**config.mk**
```make
export PLATFORM = sky130hd
export DESIGN_NAME = usb_tx_wire_writer
export DESIGN_NICKNAME = d
export VERILOG_FILES = /design/src/rtl/usb_tx_wire_writer.sv
export SDC_FILE = /design/constraint.sdc
export NUM_CORES = 1
export LEC_CHECK = 0
export CAP_MARGIN = 5
export CORE_ASPECT_RATIO = 1.1
export CORE_MARGIN = 3
export CORE_UTILIZATION = 25
export DETAILED_ROUTE_END_ITERATION = 16
export HOLD_SLACK_MARGIN = 0.12
export PLACE_DENSITY = 0.39
export RECOVER_POWER = 25
export SLEW_MARGIN = 20
export SYNTH_ARGS = -nofsm -noshare
export SYNTH_HDL_FRONTEND = slang
export SYNTH_SLANG_ARGS = --single-unit
```
**constraint.sdc**
```tcl
create_clock -name clk -period 4.4 [get_ports clk]
set_input_delay 0.88 -clock clk [delete_from_list [all_inputs] [get_ports clk]]
set_output_delay 0.88 -clock clk [all_outputs]
set_load 0.01 [all_outputs]
```
**src/rtl/usb_tx_wire_writer.sv**
```systemverilog
// usb_tx_wire_writer
//   Final transmit stage of the USB serial interface engine. Buffers 2-bit line
//   symbols from the TX wire arbiter in a small FIFO and replays each one onto
//   the transceiver pins for exactly one full-speed or low-speed bit period.
//
// Parameters:
//   FIFO_DEPTH  buffered symbols (power of two, >= 2)
//   FS_DIV      clk cycles per full-speed bit
//   LS_DIV      clk cycles per low-speed bit
//
// Ports:
//   clk, rst      clock; synchronous active-high reset
//   TxBitsIn      {D+, D-} symbol from the arbiter
//   TxCtlIn       1 = drive the line, 0 = tristate for this bit time
//   TxFSRateIn    1 = full-speed bit period, 0 = low-speed
//   USBWireWEn    write strobe, accepted only while USBWireRdy = 1
//   USBWireRdy    FIFO can accept a symbol this cycle
//   TxBitsOut     registered {D+, D-} to the transceiver
//   TxCtlOut      registered output enable to the transceiver
//   TxBusy        FIFO non-empty or line currently driven
//   TxOverflow    sticky rejected-write flag (only with USB_TX_WIRE_OVERFLOW_FLAG_EN)
//
// Build option:
//   USB_TX_WIRE_OVERFLOW_FLAG_EN  adds the TxOverflow output.

module usb_tx_wire_writer #(
    parameter int unsigned FIFO_DEPTH = 4,
    parameter int unsigned FS_DIV     = 4,
    parameter int unsigned LS_DIV     = 32
) (
    input  logic       clk,
    input  logic       rst,
    input  logic [1:0] TxBitsIn,
    input  logic       TxCtlIn,
    input  logic       TxFSRateIn,
    input  logic       USBWireWEn,
    output logic       USBWireRdy,
    output logic [1:0] TxBitsOut,
    output logic       TxCtlOut,
`ifdef USB_TX_WIRE_OVERFLOW_FLAG_EN
    output logic       TxOverflow,
`endif
    output logic       TxBusy
);

    localparam int unsigned PtrW   = $clog2(FIFO_DEPTH);
    localparam int unsigned CntW   = PtrW + 1;
    localparam int unsigned MaxDiv = (FS_DIV > LS_DIV) ? FS_DIV : LS_DIV;
    localparam int unsigned RateW  = $clog2(MaxDiv) + 1;

    localparam logic [CntW-1:0]  FullCnt = CntW'(FIFO_DEPTH);
    localparam logic [RateW-1:0] FsLoad  = RateW'(FS_DIV - 1);
    localparam logic [RateW-1:0] LsLoad  = RateW'(LS_DIV - 1);

    // Entry layout: {ctl, fsRate, bits[1:0]}
    logic [3:0]       fifoMem [FIFO_DEPTH];
    logic [PtrW-1:0]  wrPtr;
    logic [PtrW-1:0]  rdPtr;
    logic [CntW-1:0]  count;
    logic [RateW-1:0] rateCnt;
    logic [3:0]       headEntry;
    logic             tick;
    logic             push;
    logic             pop;

    assign USBWireRdy = (count != FullCnt);
    assign TxBusy     = (count != '0) | TxCtlOut;
    assign headEntry  = fifoMem[rdPtr];
    assign tick       = (rateCnt == '0);
    assign push       = USBWireWEn & USBWireRdy;
    assign pop        = tick & (count != '0);

    // Storage needs no reset; the pointers/count define what is valid.
    always_ff @(posedge clk) begin
        if (push) begin
            fifoMem[wrPtr] <= {TxCtlIn, TxFSRateIn, TxBitsIn};
        end
    end

    always_ff @(posedge clk) begin
        if (rst) begin
            wrPtr     <= '0;
            rdPtr     <= '0;
            count     <= '0;
            rateCnt   <= '0;
            TxBitsOut <= 2'b00;
            TxCtlOut  <= 1'b0;
        end else begin
            if (push) begin
                wrPtr <= wrPtr + 1'b1;
            end

            unique case ({push, pop})
                2'b10:   count <= count + 1'b1;
                2'b01:   count <= count - 1'b1;
                default: count <= count;
            endcase

            if (pop) begin
                // Rate is taken from the popped entry, so it only changes at a bit boundary.
                rdPtr     <= rdPtr + 1'b1;
                TxBitsOut <= headEntry[1:0];
                TxCtlOut  <= headEntry[3];
                rateCnt   <= headEntry[2] ? FsLoad : LsLoad;
            end else if (tick) begin
                // Idle: release the line but leave the last bits on the pins.
                TxCtlOut <= 1'b0;
            end else begin
                rateCnt <= rateCnt - 1'b1;
            end
        end
    end

`ifdef USB_TX_WIRE_OVERFLOW_FLAG_EN
    always_ff @(posedge clk) begin
        if (rst) begin
            TxOverflow <= 1'b0;
        end else if (USBWireWEn & ~USBWireRdy) begin
            TxOverflow <= 1'b1;
        end
    end
`endif

endmodule
```
After elaboration in Yosys (flattened, before gate mapping)

Memories as Yosys holds them, arrays and structs flattened. A register that Yosys moved wholly into a read port is not among the register bits.
Cells that the tools add are included.

Flip-flop bits (word level): 16
Latch bits: 0
RAM bits: 16
Memory bits (read-only): 0
Input port bits: 7
Output and inout bits: 5
Logic and storage cells: 33
Memories: 1

Add/subtract/negate cells: 5
$mul: 0
Div/mod/pow operators: 0
Order comparisons: 0
Equality and inequality tests: 4
Shift operators: 0
Muxes and demuxes: 10
Bitwise operators: 3
Reductions and logical operators: 4

Memory list:

| memory  | words | width | read ports | clocked after Yosys merged registers in | write ports | line | text |
|---|---|---|---|---|---|---|---|
| fifoMem | 4     | 4     | 1          | 1                                       | 1           | 56   | `logic [3:0] fifoMem [FIFO_DEPTH];` |

Operator list:

| kind                                                   | count |
|---|---|
| two-way mux 6 bit                                      | 2 |
| zero test 6 bit                                        | 1 |
| case mux 3 bit (2 select lines)                        | 1 |
| subtractor 6 x 1 -> 6 bit (second input constant)      | 1 |
| two-way mux 5 bit                                      | 1 |
| adder 2 x 1 -> 2 bit (second input constant)           | 2 |
| two-way mux 1 bit                                      | 4 |
| two-way mux 2 bit                                      | 2 |
| nonzero test 2 bit                                     | 2 |
| adder 3 x 1 -> 3 bit (second input constant)           | 1 |
| inequality test 3 bit (second input constant)          | 1 |
| nonzero test 3 bit                                     | 1 |
| subtractor 3 x 1 -> 3 bit (second input constant)      | 1 |
| AND 1 bit                                              | 2 |
| equality test 2 x 1 -> 1 bit (second input constant)   | 1 |
| equality test 2 bit (second input constant)            | 1 |
| inequality test 2 x 1 -> 1 bit (second input constant) | 1 |
| OR 1 bit                                               | 1 |

Longest topological paths before layout

Gate-level depths: netlist of the first run.

Depth after elaboration: 4
Gate-level depth with buffers: 12

Worst setup path after synthesis of the first run

OpenSTA, ideal clock, no wires.

Path kind: register to register
Start: register rateCnt[0]
End: register count[2]
Arrival time: 2.329 ns
Required time: 4.330 ns
Slack: 2.000 ns
Cell stages (with the launch flop): 13
Path buffers: 1
Period minus slack after synthesis: 2.400 ns
Cells stage by stage: dfxtp_1 > inv_1 > ha_1 > nor2b_1 > clkbuf_1 > nand2_1 > nor2_1 > ha_1 > inv_1 > fa_1 > xor2_1 > or3_1 > a21oi_1

Longest elaborated chain between the ends: 4

Ends and longest elaborated chain:

| element                                                               | line | text |
|---|---|---|
| start, declared                                                       | 60   | `logic [RateW-1:0] rateCnt;` |
| start signal, assigned                                                | 104  | `rateCnt <= headEntry[2] ? FsLoad : LsLoad;` |
| start signal, assigned                                                | 109  | `rateCnt <= rateCnt - 1'b1;` |
| zero test 6 bit *                                                     | 69   | `assign tick = (rateCnt == '0);` |
| AND 1 bit *                                                           | 71   | `assign pop = tick & (count != '0);` |
| named net pop                                                         | 64   | `logic pop;` |
| equality test 2 x 1 -> 1 bit or equality test 2 bit (tied branches)   | 93   | `unique case ({push, pop})` |
| case mux 3 bit (2 select lines) or nonzero test 2 bit (tied branches) | --   |  |
| end signal, assigned                                                  | 94   | `2'b10: count <= count + 1'b1;` |
| end signal, assigned                                                  | 95   | `2'b01: count <= count - 1'b1;` |
| end signal, assigned                                                  | 96   | `default: count <= count;` |
| end, declared                                                         | 59   | `logic [CntW-1:0] count;` |

The timed path passes the listed nets; every way through them passes the cells marked *.
A chain may end at the register's enable or synchronous reset.

Final worst setup path of the first run

Ends and elaborated chain as after synthesis.

==> impl_metrics.env, run 1 <==
export IMPL_worstHoldPathCells=2
export IMPL_vias=956
export IMPL_switchingPower_mw=0.392
export IMPL_grt_usage_pct=9.29
export IMPL_holdBufCountCts=0
export IMPL_route_detailed_drc=0
export IMPL_cp_data_arrival_time_ps=2990
export IMPL_dieHeight_um=87.4
export IMPL_path_clk_slew_ps=70
export IMPL_synth_simple_gate_area_share_pct=13.3
export IMPL_n_fill_cell=604
export IMPL_grt_max_degree=19
export IMPL_place_gp_congestion=0.690
export IMPL_antenna_found_initial=0
export IMPL_dieArea_um2=6990
export IMPL_synth_adder_area_share_pct=7.14
export IMPL_synth_top_area_cell="edfxtp_1"
export IMPL_relSlewSlack_pct=55.0
export IMPL_power_frac_comb_pct=38.9
export IMPL_hpwl_um=2020
export IMPL_synth_top_family_by_area="simple AND/OR/NAND/NOR gates"
export IMPL_row_count=29
export IMPL_num_io_pins=12
export IMPL_final_cell_count_no_fill=215
export IMPL_p_leak_nw=0.621
export IMPL_clock_power_share_pct=19.7
export IMPL_path_max_fanout=7
export IMPL_post_cts_resize_count=0
export IMPL_ys_flop_type="dfxtp_1"
export IMPL_post_route_util_pct=30.5
export IMPL_end_kind="register"
export IMPL_hold_viol_final=0
export IMPL_synthTopCellsByCount="dfxtp_1 (18), edfxtp_1 (16), a21oi_1 (10)"
export IMPL_fin_crit_sh_pct=63.4
export IMPL_ys_async_sr_fraction_pct=0
export IMPL_dr_pass1_iters=4
export IMPL_antenna_cells=0
export IMPL_dp_cells=208
export IMPL_yosysMostFrequentCell="dfxtp_1"
export IMPL_muxShareOfSynthArea_pct=6.73
export IMPL_h_tree_depth=2
export IMPL_synth_top_area_share_pct=31.9
export IMPL_critical_path_startpoint_type="register"
export IMPL_swShare_pct=36.0
export IMPL_ys_types=31
export IMPL_hold_end="TxBitsOut[1]"
export IMPL_clk_latency_ps=280
export IMPL_critPathKind="register to register"
export IMPL_synth_edf_count=16
export IMPL_synth_xor_area_share_pct=2.91
export IMPL_ff2ff_path_depth=11
export IMPL_min_from="TxBitsOut[1]"
export IMPL_cts_sinks=34
export IMPL_synth_area_leaders="edfxtp_1 (32%), dfxtp_1 (24%), mux4_2 (6.0%), ha_1 (5.8%), a21oi_1 (3.3%)"
export IMPL_setup_violations_final=0
export IMPL_seq_area_frac_synth_pct=55.8
export IMPL_vdd_ir_drop_max_mv=0.187
export IMPL_critPathMaxStageDelay_ps=410
export IMPL_hp_class="register to register"
export IMPL_die_w_um=80.0
export IMPL_grt_overflow=0
export IMPL_max_freq_mhz=359
export IMPL_multi_input_area_um2=606
export IMPL_numCtsBuffers=5
export IMPL_synth_compound_area_share_pct=10.1
export IMPL_worst_ep_required_time_ps=4600
export IMPL_worst_pin_slew_ps=673
export IMPL_wl_um=2800
export IMPL_cp_slowest_cell="nor2b_1"
export IMPL_io_buffers=11
export IMPL_synth_warnings=0
export IMPL_finalMaxSlewViolations=0
export IMPL_finalNetCount=153
export IMPL_status="complete, no violations"
export IMPL_setup_tns_ps=0
export IMPL_synth_nets=140
export IMPL_grt_pass1_wl_um=4920
export IMPL_postRouteAntennaNets=0
export IMPL_viasPerCell=4.45
export IMPL_wl_per_cell_um=13.0
export IMPL_drtIter0Drc=60
export IMPL_r2r_end="count[2]"
export IMPL_grt_pass1_vias=941
export IMPL_core_um2=5810
export IMPL_seq_power_share_pct=41.4
export IMPL_power_density_nw_per_um2=615
export IMPL_ctsLongestPathBuffers=2
export IMPL_area_delta_synth_final_pct=17.5
export IMPL_crit_chain="inv_1, ha_1, nor2b_1, nand2_1, nor2_1, ha_1, inv_1, fa_1, xor2_1, or3_1, a21oi_1"
export IMPL_seq_area_um2=841
export IMPL_grt_setup_unrepaired="no"
export IMPL_p_int_mw=0.697
export IMPL_post_synth_cell_area_avg_um2=12.1
export IMPL_max_cap_viol_count=0
export IMPL_netlist_area_um2=1510
export IMPL_tritoncts="done"
export IMPL_fin_crit_ps=2790
export IMPL_r2r_slack_ps=1610
export IMPL_ys_seq_elements=34
export IMPL_drive_gt1_share_pct=10.1
export IMPL_netlist_instances=125
export IMPL_initial_core_util_pct=25.9
export IMPL_root_buffer="clkbuf_8"
export IMPL_clock_skew_ps=7.74
export IMPL_r2r_start="rateCnt[0]"
export IMPL_post_cts_buffers=0
==> worst max-delay path, delay by kind of cell (launching register included) <==
kind / cells / cell delay (ps)
AOI/OAI and AO/OA: 1 / 140
xor gates and xnor gates: 1 / 150
adders and majority gates: 3 / 740
buffers and inverters: 2 / 170
DFF: 1 / 360
and+or+nand+nor: 4 / 1120
==> per-stage QoR <==
stage | setup slack (ps) | hold slack, ps | power, mW | area [um2]
finish | 1610 | 472 | 1.09 | 1770
global route | 1340 | 499 | 1.18 | 1770
CTS | 1570 | 477 | 1.11 | 1770
detailed placement | 1550 | 468 | 0.886 | 1690
global placement | 1630 | 458 | 0.884 | 1690
floorplan | 2000 | 470 | 0.762 | 1510
==> layout by cell type (no fill, tap or decap), types with 2 or more instances in the layout <==
cell and n:
dfxtp_1 18, edfxtp_1 16, a21oi_1 10, inv_1 7, ha_1 7, clkdlybuf4s50_1 7, nor2_1 6, nand4_1 5
a211oi_1 5, clkbuf_8 5, and3_1 4, o31ai_1 4, mux4_2 4, dlygate4sd3_1 4, nor3_1 3, or3_1 3
nand3_1 3, xnor2_1 3, nor2b_1 2, nand2_1 2, nand2b_1 2, o21ai_0 2, a21o_1 2, xor2_1 2
nor4_1 2, clkbuf_1 2, buf_4 2
==> worst max-delay path by stage <==
stage / startpoint / slack (ps) / endpoint / depth (start not counted)
global placement: rateCnt[0] / 1630 / count[2] / 11
floorplan: rateCnt[0] / 2000 / count[2] / 12
global route: rateCnt[0] / 1340 / count[2] / 11
CTS: rateCnt[0] / 1570 / count[2] / 11
detailed placement: USBWireWEn / 1550 / count[2] / 8
finish: rateCnt[0] / 1610 / count[2] / 11
==> registers in the layout (all words and copies together) (netlist names), named ones only <==
| signal | cells |
|---|---|
| rateCnt | 6 |
| TxCtlOut | 1 |
| count | 3 |
| wrPtr | 2 |
| fifoMem | 16 |
| rdPtr | 2 |
| TxBitsOut | 2 |
==> per-layer routing <==
metal	global-route usage (%)	share of wire [%]	up-vias
met5	0	0	-
met4	5.07	2.3	0
met3	2.69	4.4	6
met2	13.5	44	18
met1	12.4	49	445
li1	-	-	487
==> final cells by class <==
type                    instances  area share, %
clock buffers                   7           4.31
multi-input cells              77           34.2
flip-flops and latches         34           47.5
well taps                      77           5.44
inverters                       7           1.48
repair buffers                 13           7.07
==> power by group through the flow <==
stage               sequential [mW]  combinational, mW  clock, mW
finish                        0.451              0.424      0.214
global route                  0.462              0.485      0.236
CTS                           0.452              0.431      0.223
detailed placement            0.457              0.429          0
global placement              0.456              0.428          0
floorplan                     0.445              0.317          0
==> cell families after synthesis <==
group | Yosys count
compound gates | 24
fa+ha+maj | 8
mux | 5
buf+inv | 14
simple gates | 35
xor+xnor | 5
flops | 34
(Power assumes the default switching activity.)
==> inputs of run 2 (changes only) <==
- PLACE_DENSITY: 0.39 -> 0.4
- clock period: 4.4 -> 2.5 ns (I/O delays scaled with it)
==> impl_metrics.env, run 2 (synthesis gave the netlist of run 1 again) <==
export IMPL_status="complete, no violations"
export IMPL_grt_overflow=0
export IMPL_finalNetCount=158
export IMPL_p_leak_nw=0.676
export IMPL_crit_chain="or3b_2, buf_4, clkdlybuf4s50_1"
export IMPL_dr_wl_met2_um=1460
export IMPL_ff2ff_path_depth=11
export IMPL_critPathKind="register to primary output"
export IMPL_worst_pin_slew_ps=315
export IMPL_finalMaxSlewViolations=0
export IMPL_critical_path_startpoint_type="register"
export IMPL_fin_crit_sh_pct=92.0
export IMPL_switchingPower_mw=0.751
export IMPL_final_common_cell="dfxtp_1"
export IMPL_crit_cells=3
export IMPL_dp_worst_setup_slack_ps=153
export IMPL_path_max_fanout=9
export IMPL_wl_met1_um=1380
export IMPL_p_int_mw=1.48
export IMPL_h_tree_depth=2
export IMPL_numCtsBuffers=5
export IMPL_io_buffers=11
export IMPL_dr_pass1_iters=3
export IMPL_cts_sinks=34
export IMPL_post_route_util_pct=32.4
export IMPL_place_gp_congestion=0.674
export IMPL_finalWorstSetupSlack_ps=201
export IMPL_clock_power_share_pct=27.6
export IMPL_drtIter0Drc=15
export IMPL_mostFrequentLayoutCells="dfxtp_1 (18), edfxtp_1 (16), a21oi_1 (10)"
export IMPL_cp_data_arrival_time_ps=1800
export IMPL_viasPerCell=4.50
export IMPL_worstHoldPathCells=2
export IMPL_ctsLongestPathBuffers=2
export IMPL_grt_setup_unrepaired="no"
export IMPL_fin_crit_ps=2300
export IMPL_seq_power_share_pct=35.5
export IMPL_worst_ep_required_time_ps=2000
export IMPL_tritoncts="done"
export IMPL_power_density_nw_per_um2=1190
export IMPL_antenna_cells=0
export IMPL_path_delay_family="buffers and inverters"
export IMPL_num_io_pins=12
export IMPL_dieHeight_um=87.4
export IMPL_power_frac_comb_pct=36.8
export IMPL_row_count=29
export IMPL_grt_pass1_wl_um=5040
export IMPL_max_cap_viol_count=0
export IMPL_setup_tns_ps=0
export IMPL_grt_max_degree=19
export IMPL_clk_latency_ps=290
export IMPL_top_layer="met4"
export IMPL_antenna_found_initial=0
export IMPL_drive_gt1_share_pct=17.4
export IMPL_swShare_pct=33.6
export IMPL_hold_viol_final=0
export IMPL_largest_reg_flops=16
export IMPL_root_buffer="clkbuf_8"
export IMPL_post_cts_buffers=0
export IMPL_route_detailed_drc=0
export IMPL_met3_length_um=106
export IMPL_hp_class="register to register"
export IMPL_reg_top3="fifoMem (16), rateCnt (6), count (3)"
export IMPL_critPathMaxStageDelay_ps=480
export IMPL_vdd_ir_drop_max_mv=0.338
export IMPL_hpwl_um=2230
export IMPL_wl_per_cell_um=13.6
export IMPL_clock_skew_ps=6.73
export IMPL_worst_path_buf_inv=2
export IMPL_grt_usage_pct=9.83
export IMPL_postRouteAntennaNets=0
export IMPL_relSlewSlack_pct=79.0
export IMPL_r2r_slack_ps=220
export IMPL_cp_slowest_cell="clkdlybuf4s50_1"
export IMPL_design_power_total_mw=2.23
export IMPL_grt_pass1_vias=1058
export IMPL_core_um2=5810
export IMPL_initial_core_util_pct=25.9
export IMPL_dieArea_um2=6990
export IMPL_die_w_um=80.0
export IMPL_end_kind="primary output"
export IMPL_area_delta_synth_final_pct=24.9
export IMPL_regMostFlops="fifoMem"
export IMPL_setup_violations_final=0
export IMPL_vias=995
export IMPL_path_clk_slew_ps=80
export IMPL_max_freq_mhz=435
export IMPL_wl_um=3010
export IMPL_hold_ws_ps=473
## run 2: changes by cell type in the layout (fill, tap and decap cells not counted), sizes merged
| cell | before | now |
|---|---|---|
| clkinv | 0 | 1 |
| clkbuf | 7 | 5 |
| buf | 2 | 7 |
| bufinv | 0 | 2 |
## run 2: worst register-to-register path: stages, from the launching register on
cell     delay, ps
dfxtp_1        350
inv_1          120
ha_2           210
nor2b_4        150
nand2_1         80
nor2_1         120
ha_2           190
inv_1           50
fa_1           370
xor2_1         160
or3_1          310
a21oi_1        130
## run 2: metrics by stage
stage / area [um2] / instances
6_report: 1880 / 221
4_1_cts: 1870 / 221
3_5_place_dp: 1730 / 213
2_1_floorplan: 1510 / 125
3_3_place_gp: 1730 / 213
5_1_grt: 1880 / 221
## run 2: layer usage
metal	up-vias	global-route usage (%)
met4	0	4.92
met3	7	3.11
li1	497	-
met1	475	11.0
met2	16	16.7
met5	-	0
## run 2: power groups by stage
stage,Sequential [mW],Clock [mW],Combinational [mW]
3_5_place_dp,0.806,0,0.808
6_report,0.794,0.617,0.823
3_3_place_gp,0.798,0,0.797
2_1_floorplan,0.783,0,0.557
5_1_grt,0.813,0.660,0.915
4_1_cts,0.794,0.636,0.814
## run 2: timing repair
| action | 4_1_cts | 5_1_grt |
|---|---|---|
| endpoints found under the setup margin | 0 | 1 |
| hold buffers | 0 | 0 |
| resized for setup | 0 | 4 |
| hold endpoints to repair | 0 | 0 |
## run 2: worst paths after layout
path / startpoint / to
setup / recovery: count[2] / USBWireRdy
setup reg to reg: rateCnt[0] / count[2]
hold / removal: TxBitsOut[1] / TxBitsOut[1]
hold reg to reg: TxBitsOut[1] / TxBitsOut[1]
## run 2: final cells by class
type | count | area [um2]
timing repair buffer | 18 | 163
fill | 625 | 3920
tap | 77 | 96.3
multi-input combinational | 77 | 618
clock buffer | 5 | 68.8
inverter | 7 | 26.3
sequential | 34 | 841
clock inverter | 3 | 68.8
==> inputs of run 3 (changes only) <==
- CTS_CLUSTER_SIZE: unset -> 10
==> results of run 3 <==
Final layout, timing and power as in run 2 (identical DEF).
